## src/rtl/adder_substractor_serial_if.sv

```systemverilog
// Handshake/data bundle for the digit-serial adder/subtractor.
// Defining ADDSUB_SERIAL_OVF_EN adds the o_Ovf signed-overflow flag.
interface adder_substractor_serial_if #(
  parameter int unsigned WIDTH = 16
);
  logic             i_start;
  logic [WIDTH-1:0] i_A;
  logic [WIDTH-1:0] i_B;
  logic             i_Mode;
  logic             o_busy;
  logic             o_done;
  logic [WIDTH-1:0] o_Sum;
  logic             o_Cout;
`ifdef ADDSUB_SERIAL_OVF_EN
  logic             o_Ovf;

  modport master (
    output i_start, i_A, i_B, i_Mode,
    input  o_busy, o_done, o_Sum, o_Cout, o_Ovf
  );
  modport slave (
    input  i_start, i_A, i_B, i_Mode,
    output o_busy, o_done, o_Sum, o_Cout, o_Ovf
  );
`else
  modport master (
    output i_start, i_A, i_B, i_Mode,
    input  o_busy, o_done, o_Sum, o_Cout
  );
  modport slave (
    input  i_start, i_A, i_B, i_Mode,
    output o_busy, o_done, o_Sum, o_Cout
  );
`endif
endinterface

```

## src/rtl/adder_substractor_serial.sv

```systemverilog
// Digit-serial adder/subtractor: DIGIT bits per clock, WIDTH/DIGIT cycles per operation.
// Defining ADDSUB_SERIAL_OVF_EN adds signed-overflow detection on o_Ovf.
module adder_substractor_serial #(
  parameter int unsigned WIDTH = 16,
  parameter int unsigned DIGIT = 4
) (
  input logic                       i_clk,
  input logic                       i_reset,
  adder_substractor_serial_if.slave bus
);

  localparam int unsigned N    = WIDTH / DIGIT;
  localparam int unsigned CntW = (N > 1) ? $clog2(N) : 1;
  localparam logic [CntW-1:0] LastCnt = CntW'(N - 1);

  typedef enum logic [1:0] {StIdle, StRun, StDone} state_e;

  state_e           state_q, state_d;
  logic [WIDTH-1:0] a_q, a_d;
  logic [WIDTH-1:0] b_q, b_d;
  logic [WIDTH-1:0] acc_q, acc_d;
  logic [WIDTH-1:0] sum_q, sum_d;
  logic             carry_q, carry_d;
  logic             cout_q, cout_d;
  logic [CntW-1:0]  cnt_q, cnt_d;
  logic [DIGIT:0]   digit_sum;
  logic [WIDTH-1:0] acc_next;
`ifdef ADDSUB_SERIAL_OVF_EN
  logic             ovf_q, ovf_d;
  logic             msb_cin;
`endif

  assign digit_sum = {1'b0, a_q[DIGIT-1:0]} + {1'b0, b_q[DIGIT-1:0]}
                   + {{DIGIT{1'b0}}, carry_q};
  // Result fills from the MSB side so the last digit lands in the top bits.
  assign acc_next  = (acc_q >> DIGIT) | (WIDTH'(digit_sum[DIGIT-1:0]) << (WIDTH - DIGIT));
`ifdef ADDSUB_SERIAL_OVF_EN
  assign msb_cin   = a_q[DIGIT-1] ^ b_q[DIGIT-1] ^ digit_sum[DIGIT-1];
`endif

  always_comb begin
    state_d = state_q;
    a_d     = a_q;
    b_d     = b_q;
    acc_d   = acc_q;
    sum_d   = sum_q;
    carry_d = carry_q;
    cout_d  = cout_q;
    cnt_d   = cnt_q;
`ifdef ADDSUB_SERIAL_OVF_EN
    ovf_d   = ovf_q;
`endif
    unique case (state_q)
      StIdle, StDone: begin
        if (bus.i_start) begin
          state_d = StRun;
          a_d     = bus.i_A;
          // Subtraction as A + ~B + 1: invert B and seed the carry.
          b_d     = bus.i_B ^ {WIDTH{bus.i_Mode}};
          carry_d = bus.i_Mode;
          cnt_d   = '0;
        end else begin
          state_d = StIdle;
        end
      end
      StRun: begin
        a_d     = a_q >> DIGIT;
        b_d     = b_q >> DIGIT;
        acc_d   = acc_next;
        carry_d = digit_sum[DIGIT];
        cnt_d   = cnt_q + 1'b1;
        if (cnt_q == LastCnt) begin
          state_d = StDone;
          sum_d   = acc_next;
          cout_d  = digit_sum[DIGIT];
`ifdef ADDSUB_SERIAL_OVF_EN
          ovf_d   = msb_cin ^ digit_sum[DIGIT];
`endif
        end
      end
      default: state_d = StIdle;
    endcase
  end

  always_ff @(posedge i_clk) begin
    if (i_reset) begin
      state_q <= StIdle;
      a_q     <= '0;
      b_q     <= '0;
      acc_q   <= '0;
      sum_q   <= '0;
      carry_q <= 1'b0;
      cout_q  <= 1'b0;
      cnt_q   <= '0;
`ifdef ADDSUB_SERIAL_OVF_EN
      ovf_q   <= 1'b0;
`endif
    end else begin
      state_q <= state_d;
      a_q     <= a_d;
      b_q     <= b_d;
      acc_q   <= acc_d;
      sum_q   <= sum_d;
      carry_q <= carry_d;
      cout_q  <= cout_d;
      cnt_q   <= cnt_d;
`ifdef ADDSUB_SERIAL_OVF_EN
      ovf_q   <= ovf_d;
`endif
    end
  end

  assign bus.o_busy = (state_q == StRun);
  assign bus.o_done = (state_q == StDone);
  assign bus.o_Sum  = sum_q;
  assign bus.o_Cout = cout_q;
`ifdef ADDSUB_SERIAL_OVF_EN
  assign bus.o_Ovf  = ovf_q;
`endif

endmodule

```

## src/flat_wrapper.sv

```systemverilog
// flat-port wrapper written by rule: the top's interface ports become plain ports
module adder_substractor_serial_flat 
#(
  parameter int unsigned WIDTH = 16,
  parameter int unsigned DIGIT = 4
)
  (i_clk, i_reset, bus_i_start, bus_i_A, bus_i_B, bus_i_Mode, bus_o_busy, bus_o_done, bus_o_Sum, bus_o_Cout);
  adder_substractor_serial_if #(.WIDTH(WIDTH)) bus_i ();
  input logic i_clk;
  input logic i_reset;
  input wire logic [$bits(bus_i.i_start)-1:0] bus_i_start;
  input wire logic [$bits(bus_i.i_A)-1:0] bus_i_A;
  input wire logic [$bits(bus_i.i_B)-1:0] bus_i_B;
  input wire logic [$bits(bus_i.i_Mode)-1:0] bus_i_Mode;
  output wire logic [$bits(bus_i.o_busy)-1:0] bus_o_busy;
  output wire logic [$bits(bus_i.o_done)-1:0] bus_o_done;
  output wire logic [$bits(bus_i.o_Sum)-1:0] bus_o_Sum;
  output wire logic [$bits(bus_i.o_Cout)-1:0] bus_o_Cout;
  assign bus_i.i_start = bus_i_start;
  assign bus_i.i_A = bus_i_A;
  assign bus_i.i_B = bus_i_B;
  assign bus_i.i_Mode = bus_i_Mode;
  assign bus_o_busy = bus_i.o_busy;
  assign bus_o_done = bus_i.o_done;
  assign bus_o_Sum = bus_i.o_Sum;
  assign bus_o_Cout = bus_i.o_Cout;
  adder_substractor_serial #(.WIDTH(WIDTH), .DIGIT(DIGIT)) u_core (.i_clk(i_clk), .i_reset(i_reset), .bus(bus_i));
endmodule
```

## config.mk

```make
export PLATFORM = sky130hd
export DESIGN_NAME = adder_substractor_serial_flat
export DESIGN_NICKNAME = d
export VERILOG_FILES = /design/src/rtl/adder_substractor_serial_if.sv /design/src/rtl/adder_substractor_serial.sv /design/src/flat_wrapper.sv
export SDC_FILE = /design/constraint.sdc
export NUM_CORES = 1
export LEC_CHECK = 0
export BUFFER_PORTS_ARGS = -buffer_cell sky130_fd_sc_hd__buf_2
export CAP_MARGIN = 0
export CORE_UTILIZATION = 35
export DETAILED_ROUTE_END_ITERATION = 12
export PLACE_DENSITY = 0.58
export REMOVE_ABC_BUFFERS = 1
export SYNTH_ARGS = -nofsm -noshare
export SYNTH_HDL_FRONTEND = slang
export SYNTH_SLANG_ARGS = --single-unit
```

## constraint.sdc

```tcl
create_clock -name i_clk -period 1.7 [get_ports i_clk]
set_clock_uncertainty 0.15 [all_clocks]
set_input_delay 0.255 -clock i_clk [delete_from_list [all_inputs] [get_ports i_clk]]
set_output_delay 0.255 -clock i_clk [all_outputs]
set_load 0.02 [all_outputs]
```

==> run metrics <==
slew margin rel. 0.6953; clock latency on the worst-skew pair 0.34 ns; critical path type reg -> reg; ANT nets after route 0; cell count after placement 470; pin count of the biggest net entering global routing 32; CP Capture Type register; Internal Power 2.518 mW; Cell Area, Synth 2892 um^2; mean routed wirelength per cell 13.21 um; crit share post-route 1.046; sequential share of power 0.493; Nets 430; Clock Pin Slew Worst Setup and Hold Paths 0.07 ns; via count 2462; r2r setup slk -0.08 ns; worst min path class in -> reg; Slew @ Worst Pin 0.4571 ns; layout cell share with drive strength beyond 1 0.2985; Hold Startpoint bus_i_A[9]; FILL cells 829; Max clock buf depth 2; Vias/cell 4.984; post-synth cell types 36; final WL 6528 um; num rows 32; worst path arrival time 1.90 ns; Setup TNS Final -0.1157 ns; worst reg2reg path endpoint u_core.bus.o_Sum[15]; Initial Utilization 0.3685; drt first-iter violations 94; yosys warns 0; register area 1326 um^2; number of synthesized flops with an enable pin 0; r2r startpoint u_core.carry_q; Mapped Cells 327; Layout area overhead 23.58%; vias in the first global route 2403; Inserted Diodes 0; Final Critical Period 1.777 ns; Worst Hold Path EP u_core.a_q[9]; # setup viols final 2; RSZ-0062 raised after global routing yes; fin cells 494; # IOs 55; TritonCTS clock tree yes; First-pass DRT Iterations 4; die area 8629 um^2; # port buffers 54; synthesized flop and latch total 66; NetSw 862.6 uW; post-synthesis sequential area ratio 0.4569; Fmax achieved 562.6 MHz; H-tree levels 3; Multi-input gate area 1436 um^2; antenna violations before repair 0; RD Place Congestion 0.7953; die extent in x 92.89 um; critical path fanouts, max 3; Final Hold Vio Count 0; ys flop type dfxtp_1; first-pass GRT wire length 10810 um; Slew Viols, Final 0; VDD IR max 0.0005254 V; DIE HEIGHT 92.89 um; reg2reg path depth 6; outcome complete, but fails checks; Pwr Density 946.1 nW/um^2; CP Data Required Time 1.83 ns; Total GRT Usage 0.1580; fin worst setup slack -0.07737 ns; failing checks setup timing; Core ar. 7848 um^2; clock share of power 0.372; Static Leak 1.400 nW; Sw Share 0.2551; TritonCTS Sinks 66; Comb pwr share 0.135; remaining design rule violation count 0; MaxCap Viol Count 0; Mean Syn Cell Area 8.843 um^2; post-synthesis async set-or-reset flop share 0; Worst Hold Depth 3; global route overflow 0; nature of the critical path startpoint register; Root Buffer Master clkbuf_8; estimated wirelength of the detail-placed design 4113 um; TritonCTS Buffers 9
-- how the worst max path moves through the flow --
stage                            startpoint              endpoint  slack (ns)  cells after the start
after detailed placement     u_core.carry_q      u_core.acc_q[15]       -0.07                      5
final                        u_core.carry_q  u_core.bus.o_Sum[15]       -0.08                      6
after global placement       u_core.carry_q  u_core.bus.o_Sum[15]       -0.04                      5
after floorplan           u_core.state_q[0]      u_core.acc_q[15]       -0.51                      4
after CTS                     u_core.a_q[0]      u_core.acc_q[15]       -0.02                      5
after global routing         u_core.carry_q  u_core.bus.o_Sum[15]       -0.17                      6
-- kinds of logic (layout without fill, tap and decap cells) --
| group | after synthesis | in the layout | share of synthesized area |
|---|---|---|---|
| buffers and inverters | 33 | 98 | 0.07442 |
| AOI/OAI and AO/OA | 96 | 96 | 0.2120 |
| DFF | 66 | 66 | 0.4569 |
| muxes | 1 | 1 | 0.003462 |
| xor gates and xnor gates | 17 | 17 | 0.05150 |
| adders and majority gates | 6 | 6 | 0.03116 |
| and+or+nand+nor | 108 | 108 | 0.1705 |
-- placed cells by master (no fill, tap or decap), types with 3 or more instances in the layout --
| cell | Yosys | final |
|---|---|---|
| dfxtp_1 | 66 | 62 |
| nor2_1 | 8 | 8 |
| a22oi_1 | 23 | 23 |
| buf_2 | 12 | 54 |
| nand2_1 | 53 | 53 |
| a21oi_2 | 8 | 10 |
| nand3_1 | 33 | 33 |
| nand2b_1 | 4 | 3 |
| inv_2 | 0 | 3 |
| a211oi_2 | 1 | 3 |
| dlygate4sd3_1 | 0 | 4 |
| xor2_1 | 15 | 15 |
| buf_4 | 7 | 18 |
| ha_1 | 4 | 4 |
| a21oi_1 | 51 | 49 |
| clkbuf_8 | 0 | 10 |
| dfxtp_2 | 0 | 4 |
-- Yosys cell counts, drive strengths merged (4+ instances only) --
| cell type | n | share of area |
|---|---|---|
| nand2 | 53 | 0.069 |
| ha | 4 | 0.017 |
| a22oi | 23 | 0.060 |
| nor2 | 8 | 0.010 |
| nand2b | 4 | 0.0087 |
| buf | 26 | 0.063 |
| a21oi | 59 | 0.11 |
| nand3 | 33 | 0.057 |
| xor2 | 15 | 0.045 |
| dfxtp | 66 | 0.46 |
| a211oi | 5 | 0.015 |
| inv | 5 | 0.0091 |
-- cell type report --
cell class,instances,share of cell area
tap,102,0.03571
clock buffer,12,0.04062
sequential,66,0.3711
multi-input combinational,228,0.4020
clock inverter,3,0.01120
timing repair buffer,77,0.1303
inverter,5,0.007353
timing repair inverter,1,0.001751
-- worst max-delay path, stage by stage, from the launching register on --
cell	delay, ns
dfxtp_2	0.33
inv_2	0.04
fa_2	0.38
nand3b_1	0.21
buf_4	0.17
a2111oi_4	0.28
a311o_1	0.16
-- state kept, by name, indices dropped and copies added, names as in the netlist --
| register | cells |
|---|---|
| u_core.state_q | 2 |
| u_core.acc_q | 12 |
| u_core.cnt_q | 2 |
| u_core.b_q | 16 |
| u_core.carry_q | 1 |
| u_core.a_q | 16 |
| u_core.bus.o_Sum | 16 |
| u_core.bus.o_Cout | 1 |
-- per-stage QoR --
| stage | hold WS (ns) | power (mW) | util | cell area (um^2) | setup slack, ns |
|---|---|---|---|---|---|
| 6_report | 0.04659 | 3.381 | 0.4554 | 3573 | -0.07737 |
| 5_1_grt | 0.03640 | 3.540 | 0.4554 | 3573 | -0.1718 |
| 4_1_cts | 0.03032 | 3.413 | 0.4479 | 3515 | -0.02444 |
| 3_5_place_dp | 0.2945 | 2.117 | 0.4117 | 3231 | -0.06864 |
| 3_3_place_gp | 0.2917 | 2.109 | 0.4117 | 3231 | -0.03958 |
| 2_1_floorplan | 0.1674 | 1.927 | - | 2703 | -0.5068 |
-- power by group through the flow --
stage	combinational [mW]	sequential, mW	clock (mW)
5_1_grt	0.505	1.67	1.36
4_1_cts	0.445	1.67	1.30
3_5_place_dp	0.417	1.70	0
6_report	0.455	1.67	1.26
3_3_place_gp	0.413	1.70	0
2_1_floorplan	0.237	1.69	0
-- routing by layer --
layer  vias up  wire length (um)  part of all wire  global-route usage
met1      1132              2992              0.46              0.1890
met5         -                 0                 0                   0
met2        69              3112              0.48              0.2721
met4         0                46            0.0070             0.02692
li1       1253                 -                 -                   -
met3         8               376             0.058             0.05911
-- repair_timing --
item                                    CTS  global route
hold buffers                              4             0
buffers inserted                          1             3
hold endpoints to repair                  4             0
gates resized for setup                  15             8
pin swaps                                 3             8
cloned                                    1             0
endpoints found under the setup margin    8            10
Power figures use the tool's default switching activity.
